**src/rtl/otbn_cmd_ctrl.sv**
```systemverilog
// OTBN command sequencer: accepts CMD writes, starts the core, sweeps DMEM/IMEM
// during secure wipe, tracks STATUS and locks permanently on fatal errors.
module otbn_cmd_ctrl #(
    parameter int          ImemSizeByte  = 4096,
    parameter int          DmemSizeByte  = 4096,
    parameter logic [7:0]  FatalErrMask  = 8'hF0,
    localparam int ImemAddrWidth = (ImemSizeByte > 1) ? $clog2(ImemSizeByte) : 1,
    localparam int ImemWipeWords = ImemSizeByte / 4,
    localparam int DmemWipeWords = DmemSizeByte / 32,
    localparam int WipeMaxWords  = (ImemWipeWords > DmemWipeWords) ? ImemWipeWords : DmemWipeWords,
    localparam int WipeIdxW      = (WipeMaxWords > 1) ? $clog2(WipeMaxWords) : 1
) (
    input  logic                     clk_i,
    input  logic                     rst_i,
    input  logic                     cmd_we_i,
    input  logic [7:0]               cmd_i,
    input  logic [ImemAddrWidth-1:0] start_addr_i,
    input  logic                     escalate_i,
    input  logic                     core_done_i,
    input  logic [7:0]               core_err_bits_i,
    input  logic [31:0]              core_insn_cnt_i,
    output logic                     start_o,
    output logic [ImemAddrWidth-1:0] start_addr_o,
    output logic                     dmem_wipe_o,
    output logic                     imem_wipe_o,
    output logic [WipeIdxW-1:0]      wipe_idx_o,
    output logic [7:0]               status_o,
    output logic [7:0]               err_bits_o,
    output logic [31:0]              insn_cnt_o,
    output logic                     done_o,
    output logic                     cmd_rejected_o
);

    // State encodings double as the STATUS register value.
    typedef enum logic [7:0] {
        StIdle          = 8'h00,
        StBusyExecute   = 8'h01,
        StBusyWipeDmem  = 8'h02,
        StBusyWipeImem  = 8'h03,
        StLocked        = 8'hFF
    } state_e;

    localparam logic [7:0] CmdExecute  = 8'hD8;
    localparam logic [7:0] CmdWipeDmem = 8'hC3;
    localparam logic [7:0] CmdWipeImem = 8'h1E;

    localparam logic [WipeIdxW-1:0] DmemLastIdx = WipeIdxW'(DmemWipeWords - 1);
    localparam logic [WipeIdxW-1:0] ImemLastIdx = WipeIdxW'(ImemWipeWords - 1);

    state_e                     r_state;
    logic [WipeIdxW-1:0]        r_wipe_cnt;
    logic                       r_start;
    logic [ImemAddrWidth-1:0]   r_start_addr;
    logic [7:0]                 r_err_bits;
    logic [31:0]                r_insn_cnt;
    logic                       r_done;
    logic                       r_cmd_rej;

    state_e                     w_next_state;
    logic [WipeIdxW-1:0]        w_cnt_next;
    logic                       w_start_next;
    logic                       w_done_next;
    logic                       w_rej_next;
    logic                       w_latch_addr;
    logic                       w_clear_result;
    logic                       w_latch_core;
    logic                       w_wipe_last;
    logic                       w_dmem_strobe;
    logic                       w_imem_strobe;

    assign w_dmem_strobe = (r_state == StBusyWipeDmem);
    assign w_imem_strobe = (r_state == StBusyWipeImem);
    assign w_wipe_last   = w_dmem_strobe ? (r_wipe_cnt == DmemLastIdx)
                                         : (r_wipe_cnt == ImemLastIdx);

    always_comb begin
        w_next_state   = r_state;
        w_cnt_next     = r_wipe_cnt;
        w_start_next   = 1'b0;
        w_done_next    = 1'b0;
        w_rej_next     = 1'b0;
        w_latch_addr   = 1'b0;
        w_clear_result = 1'b0;
        w_latch_core   = 1'b0;

        unique case (r_state)
            StIdle: begin
                if (escalate_i) begin
                    w_next_state = StLocked;
                    w_rej_next   = cmd_we_i;
                end else if (cmd_we_i) begin
                    unique case (cmd_i)
                        CmdExecute: begin
                            w_next_state   = StBusyExecute;
                            w_start_next   = 1'b1;
                            w_latch_addr   = 1'b1;
                            w_clear_result = 1'b1;
                        end
                        CmdWipeDmem: begin
                            w_next_state = StBusyWipeDmem;
                            w_cnt_next   = '0;
                        end
                        CmdWipeImem: begin
                            w_next_state = StBusyWipeImem;
                            w_cnt_next   = '0;
                        end
                        default: w_rej_next = 1'b1;
                    endcase
                end
            end
            StBusyExecute: begin
                w_rej_next = cmd_we_i;
                // Core results latch even when escalation forces the lock.
                if (core_done_i) begin
                    w_latch_core = 1'b1;
                    w_done_next  = 1'b1;
                    w_next_state = (escalate_i || ((core_err_bits_i & FatalErrMask) != 8'h00))
                                   ? StLocked : StIdle;
                end else if (escalate_i) begin
                    w_done_next  = 1'b1;
                    w_next_state = StLocked;
                end
            end
            StBusyWipeDmem, StBusyWipeImem: begin
                w_rej_next = cmd_we_i;
                if (escalate_i) begin
                    w_done_next  = 1'b1;
                    w_next_state = StLocked;
                    w_cnt_next   = '0;
                end else if (w_wipe_last) begin
                    w_done_next  = 1'b1;
                    w_next_state = StIdle;
                    w_cnt_next   = '0;
                end else begin
                    w_cnt_next = r_wipe_cnt + WipeIdxW'(1);
                end
            end
            default: begin
                w_rej_next = cmd_we_i;
            end
        endcase
    end

    always_ff @(posedge clk_i or posedge rst_i) begin
        if (rst_i) begin
            r_state      <= StIdle;
            r_wipe_cnt   <= '0;
            r_start      <= 1'b0;
            r_start_addr <= '0;
            r_err_bits   <= 8'h00;
            r_insn_cnt   <= 32'h0;
            r_done       <= 1'b0;
            r_cmd_rej    <= 1'b0;
        end else begin
            r_state    <= w_next_state;
            r_wipe_cnt <= w_cnt_next;
            r_start    <= w_start_next;
            r_done     <= w_done_next;
            r_cmd_rej  <= w_rej_next;
            if (w_latch_addr) begin
                r_start_addr <= start_addr_i;
            end
            if (w_clear_result) begin
                r_err_bits <= 8'h00;
                r_insn_cnt <= 32'h0;
            end else if (w_latch_core) begin
                r_err_bits <= core_err_bits_i;
                r_insn_cnt <= core_insn_cnt_i;
            end
        end
    end

    assign start_o        = r_start;
    assign start_addr_o   = r_start_addr;
    assign dmem_wipe_o    = w_dmem_strobe;
    assign imem_wipe_o    = w_imem_strobe;
    assign wipe_idx_o     = (w_dmem_strobe || w_imem_strobe) ? r_wipe_cnt : '0;
    assign status_o       = r_state;
    assign err_bits_o     = r_err_bits;
    assign insn_cnt_o     = r_insn_cnt;
    assign done_o         = r_done;
    assign cmd_rejected_o = r_cmd_rej;

endmodule

```
**config.mk**
```make
export PLATFORM = sky130hd
export DESIGN_NAME = otbn_cmd_ctrl
export DESIGN_NICKNAME = d
export VERILOG_FILES = /design/src/rtl/otbn_cmd_ctrl.sv
export SDC_FILE = /design/constraint.sdc
export NUM_CORES = 1
export LEC_CHECK = 0
export ABC_AREA = 1
export CAP_MARGIN = 15
export CORE_UTILIZATION = 40
export DETAILED_ROUTE_END_ITERATION = 16
export PLACE_DENSITY_LB_ADDON = 0.15
export SYNTH_ARGS = -nofsm -noshare
export SYNTH_HDL_FRONTEND = slang
export SYNTH_SLANG_ARGS = --single-unit
```
**constraint.sdc**
```tcl
create_clock -name clk_i -period 2.1 [get_ports clk_i]
set_input_delay 0.315 -clock clk_i [delete_from_list [all_inputs] [get_ports clk_i]]
set_output_delay 0.315 -clock clk_i [all_outputs]
set_load 0.02 [all_outputs]
```
; Yosys cells after proc, flatten, opt, wreduce, memory -nomap -nowiden
; Index checks and enable logic that the tools add are counted.
; W data, S select, Z words.
[totals]
reg_bits = 73
inputBits = 65
out_inout_bits = 75
wordCells = 72
[classes]
add_sub_neg = 1
n_eq_ne = 15
mux = 36
reduce_logical = 12
[op_table]
columns = operator, n
row1 = $mux W8, 9
row2 = $mux W32, 2
row3 = $mux W10, 6
row4 = $pmux W8 S3, 2
row5 = $pmux W10 S2, 1
row6 = $eq A8 B2 Y1 const B, 2
row7 = $eq A8 B8 Y1 const B, 2
row8 = $mux W1, 15
row9 = $add A10 B1 Y10 const B, 1
row10 = $eq A10 B10 Y1 const B, 1
row11 = $eq A10 B7 Y1 const B, 1
row12 = $ne A3 B3 Y1 const B, 3
row13 = $eq A8 B1 Y1 const B, 1
row14 = $eq A8 B5 Y1 const B, 1
row15 = $logic_not A8 Y1, 1
row16 = $reduce_bool A8 Y1, 1
row17 = $ne A2 B2 Y1 const B, 3
row18 = $ne A5 B2 Y1 const B, 1
row19 = $reduce_and A5 Y1, 1
row20 = $reduce_and A4 Y1, 1
row21 = $reduce_bool A2 Y1, 2
row22 = $reduce_or A2 Y1, 2
row23 = $reduce_bool A3 Y1, 1
row24 = $reduce_or A3 Y1, 1
row25 = 2 further kinds, 3

; Longest topological paths before layout
; Gate-level depths: netlist of run 1.
[depth]
word_depth = 6
depth_mapped = 11
mapped_depth_nobuf = 11

; Worst setup path after synthesis of run 1
; OpenSTA, ideal clock, no wires.
[synth_timing]
path_type = flip-flop to flip-flop
from = register r_state[6] (netlist: status_o[6])
to = register r_state[0] (netlist: status_o[0])
setup_time_ns = 0.118
arrival_time_ns = 1.745
required_time_ns = 1.982
slack_ns = 0.237
stages_incl_launch_ff = 11
path_buffers = 0
period_less_slack_ns = 1.863
cell_sequence = dfrtp_1 inv_1 nand2_2 nor2_1 nand2_1 nand3_1 nand2_2 nor2_1 nand2_1 nand2_1 nand2_1
[synth_via]
elab_chain_len = 4
elab_cells_between_ends = 13
[synth_rtl]
columns = item, line
row1 = from (decl), 50  ; state_e r_state;
row2 = from (signal assigned), 146  ; r_state <= StIdle;
row3 = from (signal assigned), 155  ; r_state <= w_next_state;
row4 = $eq A8 B2 Y1 (*), 71  ; assign w_dmem_strobe = (r_state == StBusyWipeDmem);
row5 = via dmem_wipe_o, 24  ; output logic dmem_wipe_o,
row6 = $mux W1 or $reduce_or A2 Y1 (tied branches), "73, 86"
row7 = $ne A3 B3 Y1 (no source line) or $reduce_bool A3 Y1 (tied branches), n/a
row8 = $reduce_and A5 Y1 (no source line), n/a
; The timed path passes the listed nets; every way through them passes the cells marked *.
; A chain may end at the register's enable or synchronous reset.

; Worst setup path in the final report of run 1
[layout_timing]
from = register r_state[1] (netlist: status_o[1])
to = output port status_o[1]
[layout_lines]
columns = item, line
row1 = to (decl), 27  ; output logic [7:0] status_o,
; No word-level cell between the ends.

==> results of run 1 <==
power groups by stage:
stage,logic (uW),registers (uW),clock network [uW]
floorplan,102,1470,0
global placement,423,1410,0
detailed placement,429,1410,0
CTS,431,1380,1040
global route,470,1390,1100
finish,425,1380,1010
cell type report:
cell class,count,area [um2],share of cell area
multi-input combinational,300,1290,0.246
clock inverter,3,20.0,0.00382
inverter,110,413,0.0788
clock buffer,13,169,0.0322
sequential,68,1700,0.325
tap,105,131,0.0251
timing repair buffer,148,1520,0.289
flip-flops by register name, indices dropped and copies added (netlist names):
name / flops
start_o: 1
status_o: 3
r_wipe_cnt: 10
start_addr_o: 12
insn_cnt_o: 32
done_o: 1
cmd_rejected_o: 1
err_bits_o: 8
cell usage after synthesis (all sizes together):
cell type and number:
a211oi 1, a21boi 1, a21oi 5, buf 13, clkbuf 9, dfrtp 68
ha 1, inv 110, nand2 177, nand3 21, nand3b 1, nand4 4
nor2 40, nor3 3, nor4 1, o2111ai 1, o21ai 43, or2 1
cells by family (layout without fill, tap and decap cells):
logic type / after synthesis / in the layout / share of synthesized area
buffers and inverters: 132 / 274 / 0.150
AO/OA/AOI/OAI: 51 / 51 / 0.0751
flip-flops: 68 / 68 / 0.484
AND/OR/NAND/NOR: 248 / 248 / 0.287
adder cells (fa/ha/maj): 1 / 1 / 0.00356
timing repair:
item | in CTS | in global routing
setup endpoints to repair | 12 | 9
hold buffers | 0 | 0
setup buffers | 0 | 0
resized for setup | 4 | 9
worst max-delay path, cell delays in order, from the launching register on:
cell and delay [ps]:
dfrtp_1 410, buf_4 210, clkdlybuf4s50_1 640
layer usage:
metal,global-route usage,part of all wire
met5,0,0
met2,0.327,0.46
met1,0.245,0.46
met3,0.0553,0.075
met4,0.0535,0.0097
per-stage QoR:
| stage | instances | setup slack, ps | util | total power (uW) | area (um2) |
|---|---|---|---|---|---|
| 5_1_grt | 747 | 83.8 | 0.628 | 2960 | 5240 |
| 4_1_cts | 747 | 53.1 | 0.626 | 2860 | 5220 |
| 3_5_place_dp | 731 | 193 | 0.603 | 1840 | 5030 |
| 2_1_floorplan | 500 | 73.5 | - | 1580 | 3510 |
| 6_report | 747 | 198 | 0.628 | 2820 | 5240 |
| 3_3_place_gp | 731 | 259 | 0.603 | 1830 | 5030 |
worst paths after layout:
| kind | from | endpoint | slack [ps] | depth (start not counted) |
|---|---|---|---|---|
| worst max-delay path | status_o[1] | status_o[1] | 200 | 2 |
| worst min-delay path | rst_i | start_addr_o[10] | 370 | 3 |
| worst max register to register | r_wipe_cnt[0] | status_o[0] | 240 | 10 |
| worst min register to register | start_addr_o[11] | start_addr_o[11] | 480 | 2 |
| max in group asynchronous | rst_i | r_wipe_cnt[0] | 1430 | 3 |
| min in group clk_i | start_addr_o[11] | start_addr_o[11] | 480 | 2 |
==> metrics.txt, run 1 <==
area grow syn2layout 49.2%; clk buf depth 2; post-synth net total 566; first-pass GRT wire length 13600 um; Peak VDD IR 0.000305 V; fmax 526 MHz; min Tclk post-route 1900 ps; routed vias 3335; largest area contributor in the netlist dfrtp_1; synthesized area 3510 um2; Flop pwr share 0.491; clock slew at reported path FFs 70 ps; share of layout cells above drive strength 1 0.0514; vias in the first global route approximately 3000; Worst Tran Pin Value 367 ps; largest net degree at the start of global routing 81; Required @ worst endpoint 1780 ps; initial antenna violation count 0; Synth cell types 25; max_cap viols 0; Post-route DRC 0; ANT cells 0; CP Max Fanout 9; fillers 752; Ys Warns 0; post-DP HPWL 6090 um; relative slew slack 0.755; DIE HEIGHT 95.7 um; Setup CP Type register to primary output; Final Setup Violations 0; Buffers on Ports 139; commonest non-fill, non-tap cells in the layout nand2_1 (174), clkdlybuf4s50_1 (127), inv_1 (108), dfrtp_1 (68), nor2_1 (39); switching share of total power 0.249; Fin. Hold Viols 0; htree depth 3; Synth area leaders dfrtp_1 (48%), nand2_1 (19%), inv_1 (12%); Setup crit end kind primary output; First-pass DRT Iterations 4; crit path launch type register; sequential share of the synthesized area 0.484; Pint 2120 uW; Die X between 90 and 100 um; Psw between 700 and 800 uW; max-slew violation count 0; Site Rows 33; Hold Worst Slack roughly 370 ps; Yosys top cell area share 0.484; Initial Util 0.421; final net count 703; Clk network pwr share 0.358; routed wire length 8450 um; Period Utilization, post-route 0.906; CTS Sinks 68; PD cells 538 nW/um2; gate count after technology mapping 500; Core ar. 8340 um2; 1st-iter DRT viols 106; insertion delay to the later sink of the worst-skew pair about 330 ps; Die Area 9160 um2; syn avg cell area between 7 and 8 um2; CTS tree yes; Arr. time, crit path 1590 ps; Hold Path Class input port to async pin; gp weighted congestion 0.901; RSZ-0062 raised after global routing no; setup_tns 0 ps; vias per cell 4.46; Comb pwr share 0.151; Root Driver clkbuf_8; Tot GR Track Use 0.194; most common cell after layout, fill and taps aside nand2_1; antenna-violating nets left 0; TritonCTS Buffers 9; wire per inst 11.3 um; I/O pin count 140; Seq cells post-synth 68; Leak Pwr 0.00289 uW; status complete, no violations; total congestion overflow 0; final setup skew 10.4 ps
Note: power is estimated with default switching activity, not from simulation.
==> run 2, diff against run 1 <==
--- a/config.mk
+++ b/config.mk
@@ -9,6 +9,7 @@
 export CAP_MARGIN = 15
 export CORE_UTILIZATION = 40
 export DETAILED_ROUTE_END_ITERATION = 16
+export HOLD_SLACK_MARGIN = 0.05
 export PLACE_DENSITY_LB_ADDON = 0.15
 export SYNTH_ARGS = -nofsm -noshare
 export SYNTH_HDL_FRONTEND = slang
==> results of run 2 <==
No change in the layout: final DEF, timing and power equal those of run 1.
==> run 3, diff against run 2 <==
--- a/config.mk
+++ b/config.mk
@@ -5,9 +5,10 @@
 export SDC_FILE = /design/constraint.sdc
 export NUM_CORES = 1
 export LEC_CHECK = 0
-export ABC_AREA = 1
 export CAP_MARGIN = 15
-export CORE_UTILIZATION = 40
+export CELL_PAD_IN_SITES_DETAIL_PLACEMENT = 0
+export CELL_PAD_IN_SITES_GLOBAL_PLACEMENT = 1
+export CORE_UTILIZATION = 28
 export DETAILED_ROUTE_END_ITERATION = 16
 export HOLD_SLACK_MARGIN = 0.05
 export PLACE_DENSITY_LB_ADDON = 0.15
==> run 3 against run 2 <==
Against the previous run:
- sequential power grew 45%
- critical endpoint is now start_addr_o[10]
- worst hold slack lost 18 ps
- first-iteration DRC count shrank 18%
- count of clock-buffer cells in the layout shrank 3
- non-clock buffer count grew 31
- setup slack lost 79 ps
- global-route usage shrank 4.0 points
- core utilization shrank 14 points
- critical path type is now input port to register
- largest cell class is now buffers
- synthesized area shrank 10%
==> metrics.txt, run 3 <==
status complete, no violations (unchanged); commonest non-fill, non-tap cells in the layout clkdlybuf4s50_1 (128), dfrtp_1 (65), nor2_1 (52), mux2i_1 (41), buf_4 (34) (was nand2_1 (174), clkdlybuf4s50_1 (127), inv_1 (108), dfrtp_1 (68), nor2_1 (39)); fillers 1046 (was 752); min Tclk post-route 1980 ps (was 1900 ps); I/O pin count 140 (unchanged); Required @ worst endpoint 2310 ps (was 1780 ps); Peak VDD IR 0.000733 V (was 0.000305 V); share of layout cells above drive strength 1 0.157 (was 0.0514); Initial Util 0.289 (was 0.421); ANT cells 0 (unchanged); insertion delay to the later sink of the worst-skew pair 330 ps (about the same); Root Driver clkbuf_16 (was clkbuf_8); Leak Pwr 0.00232 uW (was 0.00289 uW); most common cell after layout, fill and taps aside clkdlybuf4s50_1 (was nand2_1); routed wire length 8480 um (was 8450 um); number of flops mapped to enable cells by yosys 0 (unchanged); Seq cells post-synth 68 (unchanged); vias per cell 4.54 (was 4.46); clk buf depth 2 (unchanged); routed vias 2722 (was 3335); hold buffers post-CTS 0 (unchanged); gp weighted congestion 0.742 (was 0.901); Setup CP Type input port to register (was register to primary output); Setup crit end kind register (was primary output); Worst Tran Pin Value 476 ps (was 367 ps); met1 Use GR 0.194 (was 0.245); share of synthesized flip-flops with an asynchronous set or reset 1.00 (unchanged); Site Rows 38 (was 33); TritonCTS Buffers 9 (unchanged); largest net degree at the start of global routing 39 (was 81); CTS Sinks 68 (unchanged); dpl cells 582 (was 731); post-DP HPWL 6200 um (was 6090 um); area grow syn2layout 69.0% (was 49.2%); sequential share of the synthesized area 0.539 (was 0.484); commonest cells in the synthesized netlist dfrtp_1 (68), nor2_1 (52), mux2i_1 (41) (was nand2_1 (175), inv_1 (109), dfrtp_1 (68)); synthesized area 3160 um2 (was 3510 um2); PD cells 1180 nW/um2 (was 538 nW/um2); final setup skew 5.63 ps (was 10.4 ps); CTS tree yes (unchanged); antenna-violating nets left 0 (unchanged); largest area contributor in the netlist dfrtp_1 (unchanged); Die X 108 um (was 95.7 um); syn avg cell area 11.2 um2 (was 7.03 um2); Post-Layout Cell Count 599 (was 747); max reg flops 32 (unchanged); crit path launch type input port (was register); gate count after technology mapping 283 (was 500); htree depth 3 (unchanged); DIE HEIGHT 108 um (was 95.7 um); Synth cell types 40 (was 25); Period Utilization, post-route 0.943 (was 0.906); Util after Layout 0.488 (was 0.628); final net count 520 (was 703); Fin. Hold Viols 0 (unchanged); Tot GR Track Use 0.154 (was 0.194); main flop type after synthesis dfrtp_1 (unchanged); M3 GR Usage 0.0518 (was 0.0553); Synth area leaders dfrtp_1 (54%), mux2i_1 (13%), nor2_1 (6.2%) (was dfrtp_1 (48%), nand2_1 (19%), inv_1 (12%)); max-slew violation count 0 (unchanged); 1st-iter DRT viols 87 (was 106); Arr. time, crit path 2190 ps (was 1590 ps); Hold Path Class input port to async pin (unchanged); initial antenna violation count 0 (unchanged); Ys Warns 0 (unchanged); Yosys top cell area share 0.539 (was 0.484); clock slew at reported path FFs 60 ps (was 70 ps); first-pass GRT wire length 13900 um (was 13600 um); Die Area 11700 um2 (was 9160 um2); Sequential Area 1710 um2 (was 1700 um2); Multi-input gate area 1330 um2 (was 1290 um2); post-synth net total 349 (was 566); GRT met2 Usage 0.247 (was 0.327); CP Max Fanout 14 (was 9); Post-route DRC 0 (unchanged); gr busiest metal met2 (unchanged); total congestion overflow 0 (unchanged); First-pass DRT Iterations 4 (unchanged); RSZ-0062 raised after global routing no (unchanged); top-count cell post-synth dfrtp_1 (was nand2_1); Buffers on Ports 139 (unchanged); relative slew slack 0.680 (was 0.755); max_cap viols 0 (unchanged); fmax 505 MHz (was 526 MHz); Core ar. 10900 um2 (was 8340 um2); Final Setup Violations 0 (unchanged); vias in the first global route 2808 (was 2992); wire per inst 14.2 um (was 11.3 um)
## run 3: cell count changes after synthesis, moves of 13 or more
cell     delta
nand3_1    -15
nand2_1   -162
nor2_1     +13
inv_1     -104
o21ai_1    -21
mux2i_1    +41
## run 3: path summary, 6_finish.rpt
kind	start	end	slack [ps]	depth (start not counted)
max	escalate_i	start_addr_o[10]	120	6
min	rst_i	insn_cnt_o[12]	350	2
max reg2reg	r_wipe_cnt[1]	r_wipe_cnt[7]	140	7
min reg2reg	start_addr_o[5]	start_addr_o[5]	490	1
max in group asynchronous	rst_i	status_o[0]	1200	3
min in group clk_i	start_addr_o[5]	start_addr_o[5]	490	1
## run 3: final cells by class
class | count | share of cell area
Clock inverter | 6 | 0.0209
Clock buffer | 10 | 0.0448
Timing Repair Buffer | 179 | 0.329
Inverter | 5 | 0.00422
Multi-Input combinational cell | 191 | 0.249
Tap cell | 140 | 0.0328
Sequential cell | 68 | 0.320
## run 3: per-stage QoR
stage | hold WS, ps | area, um2 | setup slack (ps) | setup TNS, ps | total power (uW)
floorplan | 388 | 3190 | -40.5 | -243 | 3300
global placement | 473 | 4990 | -211 | -8680 | 4580
detailed placement | 479 | 4990 | -221 | -8850 | 4600
CTS | 363 | 5330 | 60.5 | 0 | 6410
global route | 404 | 5340 | 2.11 | 0 | 6710
finish | 348 | 5340 | 119 | 0 | 6320
## run 3: report_power, final
part	total (uW)	internal, uW	leakage [uW]	switching [uW]
combinational	2560	1300	0.00128	1250
sequential	2000	1730	0.000872	278
clock	1760	1190	0.000169	569
total	6320	4220	0.00232	2100
## run 3: worst max-delay path, stage by stage
cell and delay [ps]:
clkdlybuf4s50_1 470, nor4_4 360, nand2_1 160, nor4_4 350, buf_12 190, mux2_2 340
## run 3: cell families (layout without fill, tap and decap cells)
| group | after synthesis | in the layout | synth area share |
|---|---|---|---|
| compound gates | 35 | 35 | 0.0737 |
| fa+ha+maj | 1 | 1 | 0.00396 |
| flops | 68 | 68 | 0.539 |
| mux | 54 | 54 | 0.176 |
| simple gates | 101 | 101 | 0.163 |
| buf+inv | 24 | 200 | 0.0440 |
## run 3: timing repair
item | 4_1_cts | 5_1_grt
setup endpoints to repair | 11 | 2
setup buffers | 0 | 1
resized for setup | 12 | 1
## run 3: routing by layer
| layer | vias to the layer above | part of all wire |
|---|---|---|
| met1 | 1301 | 0.44 |
| met4 | 0 | 0.013 |
| met5 | - | 0 |
| li1 | 1322 | - |
| met3 | 9 | 0.083 |
| met2 | 90 | 0.47 |
